<file path="src/rtl/uart_rx.sv">
`default_nettype none
// ============================================================================
//  Module      : uart_rx
//  Description : Receive side of the 8N1 serial link (start 0, 8 data bits
//                LSB first, stop 1, idle high). Synchronizes the rx line,
//                samples each bit near its centre, rebuilds the byte and
//                presents it on a valid/ready handshake. Reports framing
//                errors and overruns as one-cycle pulses.
//  Ports       : clk       - clock, all logic on posedge
//                rst       - synchronous active-high reset
//                rx        - serial line, may be asynchronous to clk
//                data      - received byte, stable while valid=1
//                valid     - data holds an unconsumed byte
//                ready     - consumer takes data when valid&ready at posedge
//                frame_err - one-cycle pulse, stop-bit sample was 0
//                overrun   - one-cycle pulse, byte dropped because valid=1
//                busy      - receiver is in any state other than IDLE
//  Revision    : 1.0 - initial release
// ============================================================================
module uart_rx #(
    parameter int CLKS_PER_BIT = 1,
    parameter int SYNC_STAGES  = 2
) (
    input  logic       clk,
    input  logic       rst,
    input  logic       rx,
    output logic [7:0] data,
    output logic       valid,
    input  logic       ready,
    output logic       frame_err,
    output logic       overrun,
    output logic       busy
);

    localparam int PW     = $clog2(CLKS_PER_BIT + 1);
    localparam int C_HALF = (CLKS_PER_BIT - 1) / 2;

    // Phase counter holds the number of cycles still to wait before the
    // next sample; a sample is taken when it reads zero.
    localparam logic [PW-1:0] C_BIT_RELOAD  = PW'(CLKS_PER_BIT - 1);
    localparam logic [PW-1:0] C_HALF_RELOAD = PW'((C_HALF > 0) ? (C_HALF - 1) : 0);
    localparam logic [PW-1:0] C_PHASE_ONE   = PW'(1);

    typedef enum logic [2:0] {
        S_IDLE      = 3'd0,
        S_START     = 3'd1,
        S_DATA      = 3'd2,
        S_STOP      = 3'd3,
        S_WAIT_HIGH = 3'd4
    } state_t;

    logic [SYNC_STAGES-1:0] sync_q, sync_d;
    state_t                 state_q, state_d;
    logic [PW-1:0]          phase_q, phase_d;
    logic [2:0]             bit_cnt_q, bit_cnt_d;
    logic [7:0]             shift_q, shift_d;
    logic [7:0]             data_q, data_d;
    logic                   valid_q, valid_d;
    logic                   frame_err_q, frame_err_d;
    logic                   overrun_q, overrun_d;
    logic                   busy_q, busy_d;

    logic                   rx_s;

    assign rx_s = sync_q[SYNC_STAGES-1];

    always_comb begin
        sync_d      = sync_q;
        state_d     = state_q;
        phase_d     = phase_q;
        bit_cnt_d   = bit_cnt_q;
        shift_d     = shift_q;
        data_d      = data_q;
        valid_d     = valid_q;
        frame_err_d = 1'b0;
        overrun_d   = 1'b0;

        sync_d[0] = rx;
        for (int i = 1; i < SYNC_STAGES; i++) begin
            sync_d[i] = sync_q[i-1];
        end

        // Consumer handshake; a byte landing this same cycle overrides below.
        if (valid_q && ready) begin
            valid_d = 1'b0;
        end

        case (state_q)
            S_IDLE: begin
                if (!rx_s) begin
                    bit_cnt_d = 3'd0;
                    if (C_HALF == 0) begin
                        // Start sample coincides with the first low cycle,
                        // and it is already known to be 0.
                        state_d = S_DATA;
                        phase_d = C_BIT_RELOAD;
                    end else begin
                        state_d = S_START;
                        phase_d = C_HALF_RELOAD;
                    end
                end
            end

            S_START: begin
                if (phase_q == '0) begin
                    if (rx_s) begin
                        // Glitch shorter than half a bit: ignore it.
                        state_d = S_IDLE;
                    end else begin
                        state_d = S_DATA;
                        phase_d = C_BIT_RELOAD;
                    end
                end else begin
                    phase_d = phase_q - C_PHASE_ONE;
                end
            end

            S_DATA: begin
                if (phase_q == '0) begin
                    shift_d   = {rx_s, shift_q[7:1]};
                    phase_d   = C_BIT_RELOAD;
                    bit_cnt_d = bit_cnt_q + 3'd1;
                    if (bit_cnt_q == 3'd7) begin
                        state_d = S_STOP;
                    end
                end else begin
                    phase_d = phase_q - C_PHASE_ONE;
                end
            end

            S_STOP: begin
                if (phase_q == '0) begin
                    if (rx_s) begin
                        state_d = S_IDLE;
                        if (!valid_q || ready) begin
                            data_d  = shift_q;
                            valid_d = 1'b1;
                        end else begin
                            overrun_d = 1'b1;
                        end
                    end else begin
                        frame_err_d = 1'b1;
                        state_d     = S_WAIT_HIGH;
                    end
                end else begin
                    phase_d = phase_q - C_PHASE_ONE;
                end
            end

            S_WAIT_HIGH: begin
                // Hold off until the line is released so a break does not
                // look like a stream of new start bits.
                if (rx_s) begin
                    state_d = S_IDLE;
                end
            end

            default: begin
                state_d = S_IDLE;
            end
        endcase

        busy_d = (state_d != S_IDLE);
    end

    always_ff @(posedge clk) begin
        if (rst) begin
            sync_q      <= '1;
            state_q     <= S_IDLE;
            phase_q     <= '0;
            bit_cnt_q   <= 3'd0;
            shift_q     <= 8'h00;
            data_q      <= 8'h00;
            valid_q     <= 1'b0;
            frame_err_q <= 1'b0;
            overrun_q   <= 1'b0;
            busy_q      <= 1'b0;
        end else begin
            sync_q      <= sync_d;
            state_q     <= state_d;
            phase_q     <= phase_d;
            bit_cnt_q   <= bit_cnt_d;
            shift_q     <= shift_d;
            data_q      <= data_d;
            valid_q     <= valid_d;
            frame_err_q <= frame_err_d;
            overrun_q   <= overrun_d;
            busy_q      <= busy_d;
        end
    end

    assign data      = data_q;
    assign valid     = valid_q;
    assign frame_err = frame_err_q;
    assign overrun   = overrun_q;
    assign busy      = busy_q;

endmodule
`default_nettype wire
</file>
<file path="config.mk">
export PLATFORM = sky130hd
export DESIGN_NAME = uart_rx
export DESIGN_NICKNAME = d
export VERILOG_FILES = /design/src/rtl/uart_rx.sv
export SDC_FILE = /design/constraint.sdc
export NUM_CORES = 1
export LEC_CHECK = 0
export CAP_MARGIN = 10
export CORE_ASPECT_RATIO = 0.5
export CORE_UTILIZATION = 40
export CTS_CLUSTER_DIAMETER = 200
export CTS_CLUSTER_SIZE = 14
export DETAILED_ROUTE_END_ITERATION = 8
export GPL_TIMING_DRIVEN = 0
export MAX_ROUTING_LAYER = met4
export PLACE_DENSITY = 0.67
export SLEW_MARGIN = 40
export SYNTH_ARGS = -nofsm -noshare
export SYNTH_HDL_FRONTEND = slang
export SYNTH_SLANG_ARGS = --single-unit
</file>
<file path="constraint.sdc">
create_clock -name clk -period 2 [get_ports clk]
set_clock_uncertainty 0.2 [all_clocks]
set_input_delay 0.5 -clock clk [delete_from_list [all_inputs] [get_ports clk]]
set_output_delay 0.5 -clock clk [all_outputs]
set_load 0.01 [all_outputs]
</file>
Word level (Yosys, flattened, before mapping)
Cells that the tools add are included.
{"block": "classes", "eq_ne": 7, "addsub": 2, "mux": 22, "n_reduce_logical": 14, "n_bitwise": 3}
{"cell": "3-bit 2-to-1 mux", "n": 9}
{"cell": "3-bit case mux with 5 select lines", "n": 1}
{"cell": "1-bit 2-to-1 mux", "n": 9}
{"cell": "3-bit by 2-bit == test with 1-bit output (second input constant)", "n": 2}
{"cell": "3-bit == test (second input constant)", "n": 2}
{"cell": "3-bit case mux with 2 select lines", "n": 1}
{"cell": "3-bit OR reduction", "n": 2}
{"cell": "2-bit != test (second input constant)", "n": 2}
{"cell": "2-bit AND reduction", "n": 2}
{"cell": "4-bit AND reduction", "n": 1}
{"cell": "2-bit nonzero test", "n": 2}
{"cell": "4-bit OR reduction", "n": 1}
{"cell": "3-bit by 1-bit adder with 3-bit output (second input constant)", "n": 1}
{"cell": "3-bit by 1-bit == test with 1-bit output (second input constant)", "n": 1}
{"cell": "3-bit zero test", "n": 1}
{"cell": "1-bit inverter", "n": 3}
{"cell": "3-bit AND reduction", "n": 1}
{"cell": "3-bit nonzero test", "n": 1}
{"cell": "2-bit 2-to-1 mux", "n": 1}
{"cell": "1-bit case mux with 2 select lines", "n": 1}
{"cell": "1-bit logical AND", "n": 1}
{"cell": "1-bit zero test", "n": 1}
{"cell": "1-bit logical OR", "n": 1}
{"cell": "1-bit subtractor (second input constant)", "n": 1}
{"block": "word_totals", "regBits": 29, "wordCells": 58, "output_inout_bits": 12}

Depth between registers and ports, before layout
Gate-level depths: netlist (run 1).
{"block": "logic_depth", "word_depth": 6, "depth_mapped": 5, "ltp_nobuf": 4}

Least setup slack after synthesis (run 1)
No wires, ideal clock.
{"block": "synth_path", "path_kind": "flip-flop to flip-flop", "startpoint": "reg state_q[0]", "endpoint": "reg shift_q[2]", "arrival_ns": 1.064, "stages_incl_launch_ff": 6, "t_required_ns": 1.683, "n_path_buf": 2, "slack_ns": 0.618, "period_less_slack_ns": 1.382, "setup_ns": 0.117, "cell_sequence": "dfxtp_1 > buf_2 > nor3b_4 > buf_6 > mux2i_1 > nor2_1"}
{"block": "synth_between", "elab_chain_len": 2}
{"item": "start, declared", "line_no": "53", "text": "state_t state_q, state_d;"}
{"item": "start signal, assigned", "line_no": "180", "text": "state_q <= state_d;"}
{"item": "3-bit by 2-bit == test with 1-bit output", "line_no": "88", "text": "case (state_q)"}
{"item": "2-bit AND reduction (no source line)"}
{"item": "end signal, assigned", "line_no": "183", "text": "shift_q <= shift_d;"}
{"item": "end, declared", "line_no": "56", "text": "logic [7:0] shift_q, shift_d;"}
No other way between the ends.
A chain may end at the register's enable or synchronous reset.

Worst setup path after layout (run 1)
{"block": "layout_path", "startpoint": "reg data_q[5], in the netlist data[5]", "endpoint": "out data[5]"}
{"item": "start, declared", "line_no": "57", "text": "logic [7:0] data_q, data_d;"}
{"item": "start signal, assigned", "line_no": "184", "text": "data_q <= data_d;"}
{"item": "end, declared", "line_no": "27", "text": "output logic [7:0] data,"}
No word-level cell between the ends.

==> qor.txt, run 1 <==
DP Worst Slack: -0.141 ns
top cells by area, synth: dfxtp_1 (51%), mux2i_1 (15%), nand2b_1 (9.7%)
Routed Antenna Nets: 0
Routed WL per cell: 11.6 um
CTS Hold Bufs: 0
Final WS setup: 0.138 ns
Worst Tran Pin Value: 0.423 ns
Slew Limit Fails: 0
Clk pin slew, worst setup/hold paths: 0.09 ns
Cell Area, Synth: 1100 um^2
1st-iter DRT viols: 45
CTS Buffer Depth: 2
via count: 731
Fin. Hold Viols: 0
worst-path maximum fanout: 2
Post-synth ARST share: 0%
largest net degree at the start of global routing: 16
Vias per Instance: 4.69
Area growth, synth to finish: 22.7%
num rows: 12
Setup CP Type: flip-flop to primary output
CP max stage delay: 0.54 ns
# DRC: 0
YS warnings: 0
total chip power: 967 uW
Yosys top cell area share: 51.1%
die width: 76.1 um
number of global-route vias before repair: 678
CTS tree: yes
CTS Buf Count: 3
setup_tns: 0 ns
Clock Latency Late Sink: 0.27 ns
post-synthesis register bit count: 28
WP buf/inv: 1
nets: 128
ys flop type: dfxtp_1
critical path arrival: 1.16 ns
dominant cell type by area after synthesis: dfxtp_1
Max IR drop VDD: 0.000382 V
most frequent cells after synthesis: dfxtp_1 (28), nand2b_1 (17), mux2i_1 (16), nor2_1 (9), a21oi_1 (3)
max-slew headroom at the worst pin: 71.7%
Inst Count DP: 152
Worst EP required: 1.30 ns
Max Fclk: 537 MHz
Period Utilization, post-route: 93.1%
fraction of layout cells with a size suffix above 1: 11.6%
first-pass GRT wire length: 3040 um
pwr dens: 719 nW/um^2
crit-path cells: clkdlybuf4s50_1
Syn Area/Cell: 10.8 um^2
most numerous cell in the Yosys netlist: dfxtp_1
WL final: 1810 um
drt pass-1 iters: 4
routability congestion estimate: 0.694
status: completed
crit end category: primary output
root buf cell: clkbuf_8
Largest delay share family, worst path: buffers and inverters
Initial Util: 45.7%
Final Cell Area: 1350 um^2
Filler Cell Count: 224
Die Ht: 39.0 um
Static Leak: 0.475 nW
post-synthesis cell count: 102
PostCTS Resize Cnt: 0
I/O pins: 16
dpl cell area: 1290 um^2
Final setup viols: 0
Core Box Area: 2400 um^2
slowest CP cell: clkdlybuf4s50_1
htree depth: 1
GRT Total Usage: 14.3%
minimum clock period: 1.86 ns
Fin Hold WS: 0.233 ns
Unique masters post-synth: 25
min-delay worst type: flip-flop to flip-flop
Cell Count, Final, Fillers Out: 156
post-CTS setup buffers: 0
count of input and output buffers: 15
sequential element share of the synthesized area: 51.1%
Die ar.: 2970 um^2
DP Wirelength: 1290 um
Max Cap Violations: 0
Syn Nets: 108
Layout Utilization: 56.0%
initial antenna violation count: 0
CP Launch Type: flip-flop
clk sinks: 28
ant diodes: 0
RSZ-0062 raised after global routing: no
EDFF count, synth: 0
GRT overflow: 0
-- cell type report --
| type | count | area [um^2] | area share, % |
|---|---|---|---|
| Clock buffer | 4 | 55.1 | 4.09 |
| Tap cell | 35 | 43.8 | 3.25 |
| Multi-Input combinational cell | 68 | 500 | 37.2 |
| Timing Repair Buffer | 15 | 150 | 11.2 |
| Sequential cell | 28 | 561 | 41.6 |
| Buffer | 6 | 36.3 | 2.70 |
-- cell families (layout without fill, tap and decap cells) --
kind of cell	count (synthesis)	in the layout	share of synthesized area, %
AOI/OAI and AO/OA	8	8	5.47
adders and majority gates	2	2	2.28
buffers and inverters	6	25	3.31
DFF	28	28	51.1
muxes	16	16	14.6
and+or+nand+nor	42	42	23.3
-- per-layer routing --
metal  wire length [um]  share of wire, %  GRT usage (%)  vias to the layer above
met4                 13              0.72           2.88                        0
li1                   -                 -              -                      383
met2                763                42           24.5                       13
met1                962                53           16.8                      333
met5                  0                 0              -                        -
met3                 73               4.0           4.94                        2
-- placed cells by master (no fill, tap or decap) --
cell / synthesis / routed
dfxtp_1: 28 / 28
nand2b_1: 17 / 17
mux2i_1: 16 / 16
clkdlybuf4s50_1: 0 / 15
nor2_1: 9 / 9
clkbuf_8: 0 / 4
a21oi_1: 3 / 3
clkbuf_1: 2 / 2
buf_2: 2 / 2
nor2b_1: 2 / 2
or2_2: 2 / 2
and3b_1: 2 / 2
nand2_1: 2 / 2
o31ai_1: 2 / 2
nor3_1: 2 / 2
ha_1: 2 / 2
nand4b_1: 1 / 1
buf_4: 1 / 1
nor3b_1: 1 / 1
o21a_1: 1 / 1
nor3b_4: 1 / 1
buf_6: 1 / 1
and2_2: 1 / 1
a2111oi_1: 1 / 1
or2_1: 1 / 1
nor2_2: 1 / 1
a211oi_2: 1 / 1
-- state kept, by name, summed over array words and instances (netlist names) --
| register | cells |
|---|---|
| overrun | 1 |
| bit_cnt_q | 3 |
| state_q | 3 |
| busy | 1 |
| shift_q | 8 |
| sync_q | 2 |
| frame_err | 1 |
| data | 8 |
| valid | 1 |
-- worst paths after layout --
check                                start   endpoint  slack [ns]  cells past startpoint
worst max-delay path               data[5]    data[5]        0.14                      1
worst min-delay path             sync_q[0]  sync_q[1]        0.23                      1
worst max register to register  state_q[0]    data[6]        0.47                      5
worst min register to register   sync_q[0]  sync_q[1]        0.23                      1
-- power by group --
group	switching (mW)	leakage (nW)	internal, mW
logic	0.0234	0.219	0.0268
clock network	0.171	0.0288	0.176
registers	0.00595	0.226	0.564
(Power assumes the default switching activity.)
==> run 2: changes to the inputs <==
--- a/config.mk
+++ b/config.mk
@@ -6,14 +6,13 @@
 export NUM_CORES = 1
 export LEC_CHECK = 0
 export CAP_MARGIN = 10
-export CORE_ASPECT_RATIO = 0.5
-export CORE_UTILIZATION = 40
+export CORE_UTILIZATION = 45
 export CTS_CLUSTER_DIAMETER = 200
 export CTS_CLUSTER_SIZE = 14
 export DETAILED_ROUTE_END_ITERATION = 8
 export GPL_TIMING_DRIVEN = 0
 export MAX_ROUTING_LAYER = met4
-export PLACE_DENSITY = 0.67
+export PLACE_DENSITY = 0.73
 export SLEW_MARGIN = 40
 export SYNTH_ARGS = -nofsm -noshare
 export SYNTH_HDL_FRONTEND = slang
==> constraint.sdc (replaced) <==
create_clock -name clk -period 2 [get_ports clk]
set_clock_uncertainty 0.2 [all_clocks]
set_input_delay 0.5 -clock clk [delete_from_list [all_inputs] [get_ports clk]]
set_output_delay 0.5 -clock clk [all_outputs]
set_load 0.005 [all_outputs]
==> run 2 against run 1 <==
Global-route usage grew 1.2 points. Cell count shrank 5.1%. Die area shrank 11%. Count of clock-buffer cells in the layout shrank 1. Final area shrank 3.1%.
==> qor.txt, run 2 (synthesis results as in run 1) <==
post-CTS setup buffers: 0
first-pass GRT wire length: 2880 um
I/O pins: 16
via count: 739
Clk pin slew, worst setup/hold paths: 0.13 ns
critical path arrival: 1.18 ns
Die Ht: 51.4 um
CTS Hold Bufs: 0
Sw Ratio: 21.3%
Final Cell Area: 1310 um^2
DP Worst Slack: -0.185 ns
WL final: 1690 um
root buf cell: clkbuf_4
fraction of layout cells with a size suffix above 1: 10.8%
min-delay worst type: flip-flop to flip-flop
Pint: 662 uW
Inst Count DP: 145
WP buf/inv: 1
Slew Limit Fails: 0
Hold Crit Start: sync_q[0]
Setup CP Type: flip-flop to primary output
Area growth, synth to finish: 18.9%
Period Utilization, post-route: 93.8%
Reg-to-Reg Start: state_q[0]
PostCTS Resize Cnt: 0
Clock Latency Late Sink: 0.31 ns
CTS Buffer Depth: 2
Largest delay share family, worst path: buffers and inverters
minimum clock period: 1.88 ns
status: completed
DP Wirelength: 1180 um
Vias per Instance: 4.99
drt pass-1 iters: 4
1st-iter DRT viols: 9
CP max stage delay: 0.50 ns
GRT Total Usage: 15.4%
number of global-route vias before repair: 688
Hold Path Stages: 1
Clk pwr share: 26.3%
CTS Buf Count: 3
Max Cap Violations: 0
max-slew headroom at the worst pin: 70.8%
crit-path cells: clkdlybuf4s50_1
critical path depth: 1
num rows: 17
dpl cell area: 1280 um^2
die width: 51.4 um
Comb power frac: 5.9%
Hold EP: sync_q[1]
Static Leak: 0.460 nW
# DRC: 0
pwr dens: 645 nW/um^2
Routed WL per cell: 11.4 um
crit end category: primary output
slowest CP cell: clkdlybuf4s50_1
Die ar.: 2640 um^2
Core Box Area: 2250 um^2
Max Fclk: 533 MHz
sequential power share: 67.8%
nets: 128
Max IR drop VDD: 0.000381 V
clk sinks: 28
GRT overflow: 0
Max Used Layer: met4
Worst Tran Pin Value: 0.436 ns
Cell Count, Final, Fillers Out: 148
worst-path maximum fanout: 2
Fin. Hold Viols: 0
Final setup viols: 0
Crit Reg-Reg Endpoint: shift_q[7]
CP Launch Type: flip-flop
largest net degree at the start of global routing: 15
R2R Setup Slk: 0.50 ns
routability congestion estimate: 0.754
Switch Pwr: 180 uW
htree depth: 1
CTS tree: yes
initial antenna violation count: 0
Final WS setup: 0.124 ns
Initial Util: 48.7%
most frequent cells in the layout: dfxtp_1 (28), nand2b_1 (17), mux2i_1 (16)
setup_tns: 0 ns
ant diodes: 0
R2R depth: 5
RSZ-0062 raised after global routing: no
count of input and output buffers: 15
met3 wire length: 60 um
met1 WL: 850 um
commonest non-fill, non-tap cell in the layout: dfxtp_1
met2 routed WL: 761 um
Worst EP required: 1.30 ns
Routed Antenna Nets: 0
==> run 2: per-layer routing <==
| metal | vias up | global-route usage [%] |
|---|---|---|
| li1 | 378 | - |
| met1 | 345 | 19.2 |
| met2 | 14 | 23.4 |
| met3 | 2 | 2.68 |
| met4 | 0 | 9.01 |
| met5 | - | - |
==> run 2: power by group through the flow <==
stage	Combinational, mW	Clock [mW]	Sequential [mW]
5_1_grt	0.0542	0.255	0.573
6_report	0.0494	0.222	0.571
3_3_place_gp	0.0489	0	0.582
2_1_floorplan	0.0341	0	0.582
4_1_cts	0.0502	0.232	0.571
3_5_place_dp	0.0497	0	0.583
==> run 2: worst max path at each step <==
stage | slack (ns) | endpoint | startpoint
after global routing | 0.06 | data[7] | data[7]
final | 0.12 | data[5] | data[5]
after detailed placement | -0.18 | shift_q[0] | rst
after floorplan | 0.62 | shift_q[2] | state_q[0]
after global placement | -0.16 | shift_q[3] | rst
after CTS | 0.10 | data[6] | data[6]
==> run 2: layout make-up <==
class,count,area [um^2]
Multi-Input combinational cell,68,500
Tap cell,28,35.0
Timing Repair Buffer,15,150
Fill cell,218,950
Sequential cell,28,561
Clock buffer,3,22.5
Buffer,6,36.3
==> run 2: worst register-to-register path: stages, from the launching register on <==
cell and delay (ns):
dfxtp_1 0.32, buf_2 0.17, nor3b_4 0.28, buf_6 0.20, mux2i_1 0.19, nor2_1 0.05
==> run 2: through the flow <==
step | power (mW) | hold slack, ns | utilization, %
after floorplan | 0.616 | 0.189 | -
after global placement | 0.631 | 0.195 | 56.9
after detailed placement | 0.633 | 0.195 | 56.9
after CTS | 0.853 | 0.227 | 57.9
after global routing | 0.882 | 0.249 | 57.9
final | 0.842 | 0.228 | 57.9
==> run 3: changes to the inputs <==
--- a/config.mk
+++ b/config.mk
@@ -5,7 +5,9 @@
 export SDC_FILE = /design/constraint.sdc
 export NUM_CORES = 1
 export LEC_CHECK = 0
+export ABC_CLOCK_PERIOD_IN_PS = 2000
 export CAP_MARGIN = 10
+export CORE_MARGIN = 8
 export CORE_UTILIZATION = 45
 export CTS_CLUSTER_DIAMETER = 200
 export CTS_CLUSTER_SIZE = 14
==> run 3 against run 2 <==
Worst hold slack improved by 0.0012 ns. First-iteration DRC count up 67%. Combinational power rose by 2%. Highest routed layer unchanged. Clock power about the same. Sequential cell count did not move. Largest cell class unchanged. Routed wire length increased by 12%. Sequential share of layout area down 0.082 points. Fmax is 0.39% lower. Count of clock-buffer cells in the layout unchanged. Via count rose by 1.2%. Global-route usage down 5.5 points. Die area up 62%.
==> qor.txt, run 3 (synthesis results as in run 1) <==
status: completed
htree depth: 1
slowest CP cell: clkdlybuf4s50_1
nets: 128
# DRC: 0
die width: 65.4 um
1st-iter DRT viols: 15
crit end category: primary output
Max Used Layer: met4
first-pass GRT wire length: 3260 um
met1 WL: 841 um
Die ar.: 4270 um^2
worst-path maximum fanout: 2
critical path arrival: 1.18 ns
most frequent cells in the layout: dfxtp_1 (28), nand2b_1 (17), mux2i_1 (16)
Fin. Hold Viols: 0
Filler Cell Count: 222
Clk pin slew, worst setup/hold paths: 0.13 ns
Fin Hold WS: 0.229 ns
CP max stage delay: 0.50 ns
initial antenna violation count: 0
RSZ-0062 raised after global routing: no
drt pass-1 iters: 4
Final WS setup: 0.116 ns
min-delay worst type: flip-flop to flip-flop
WL final: 1890 um
CTS Buf Count: 3
GRT overflow: 0
via count: 748
Clock Latency Late Sink: 0.32 ns
CTS tree: yes
root buf cell: clkbuf_4
ant diodes: 0
minimum clock period: 1.88 ns
DP Wirelength: 1400 um
count of input and output buffers: 15
CP Launch Type: flip-flop
number of global-route vias before repair: 765
Worst Tran Pin Value: 0.426 ns
CTS Hold Bufs: 0
clk sinks: 28
PostCTS Resize Cnt: 0
Vias per Instance: 4.99
met3 wire length: 61 um
I/O pins: 16
crit-path cells: clkdlybuf4s50_1
pwr dens: 644 nW/um^2
CTS Buffer Depth: 2
max-slew headroom at the worst pin: 71.6%
WP buf/inv: 1
DP Worst Slack: -0.184 ns
num rows: 18
Max Fclk: 531 MHz
commonest non-fill, non-tap cell in the layout: dfxtp_1
Worst EP required: 1.30 ns
R2R Setup Slk: 0.49 ns
Setup CP Type: flip-flop to primary output
GRT Total Usage: 9.87%
post-CTS setup buffers: 0
Slew Limit Fails: 0
largest net degree at the start of global routing: 15
Routed Antenna Nets: 0
Period Utilization, post-route: 94.2%
Core Box Area: 2390 um^2
Area growth, synth to finish: 19.2%
Largest delay share family, worst path: buffers and inverters
routability congestion estimate: 0.761
Max IR drop VDD: 0.000358 V
Max Cap Violations: 0
Static Leak: 0.460 nW
Die Ht: 65.4 um
Initial Util: 46.0%
Final setup viols: 0
fraction of layout cells with a size suffix above 1: 10.8%
met2 routed WL: 921 um
Routed WL per cell: 12.6 um
==> run 3: cell counts in the layout (fill, tap and decap cells not counted) <==
No cell type changed its count.
==> run 3: final timing paths <==
check	cells after the start	end	from
max	1	data[3]	data[3]
max reg2reg	5	data[1]	state_q[0]
min	1	sync_q[1]	sync_q[0]
min reg2reg	1	sync_q[1]	sync_q[0]
==> run 3: power breakdown <==
part / switching (mW) / leakage [nW] / internal, mW
registers: 0.00560 / 0.226 / 0.565
clock network: 0.151 / 0.0138 / 0.0707
logic: 0.0234 / 0.219 / 0.0268
total: 0.180 / 0.460 / 0.662
==> run 3: metrics by stage <==
stage | TNS [ns] | instances | area [um^2] | utilization, % | power [mW]
after global routing | 0 | 150 | 1310 | 54.8 | 0.881
final | 0 | 150 | 1310 | 54.8 | 0.843
after floorplan | 0 | 102 | 1100 | - | 0.616
after detailed placement | -1.85 | 147 | 1280 | 53.8 | 0.634
after global placement | -1.58 | 147 | 1280 | 53.8 | 0.632
after CTS | 0 | 150 | 1310 | 54.8 | 0.857
==> run 3: final cells by class <==
type,instances,area [um^2],area share [%]
flip-flops and latches,28,561,42.9
plain buffers,6,36.3,2.78
well taps,30,37.5,2.87
repair buffers,15,150,11.5
multi-input cells,68,500,38.3
clock buffers,3,22.5,1.72
==> run 3: routing by layer <==
metal	global-route usage (%)	vias to the layer above
met3	1.36	5
met2	17.2	11
li1	-	384
met5	-	-
met1	9.83	348
met4	7.36	0
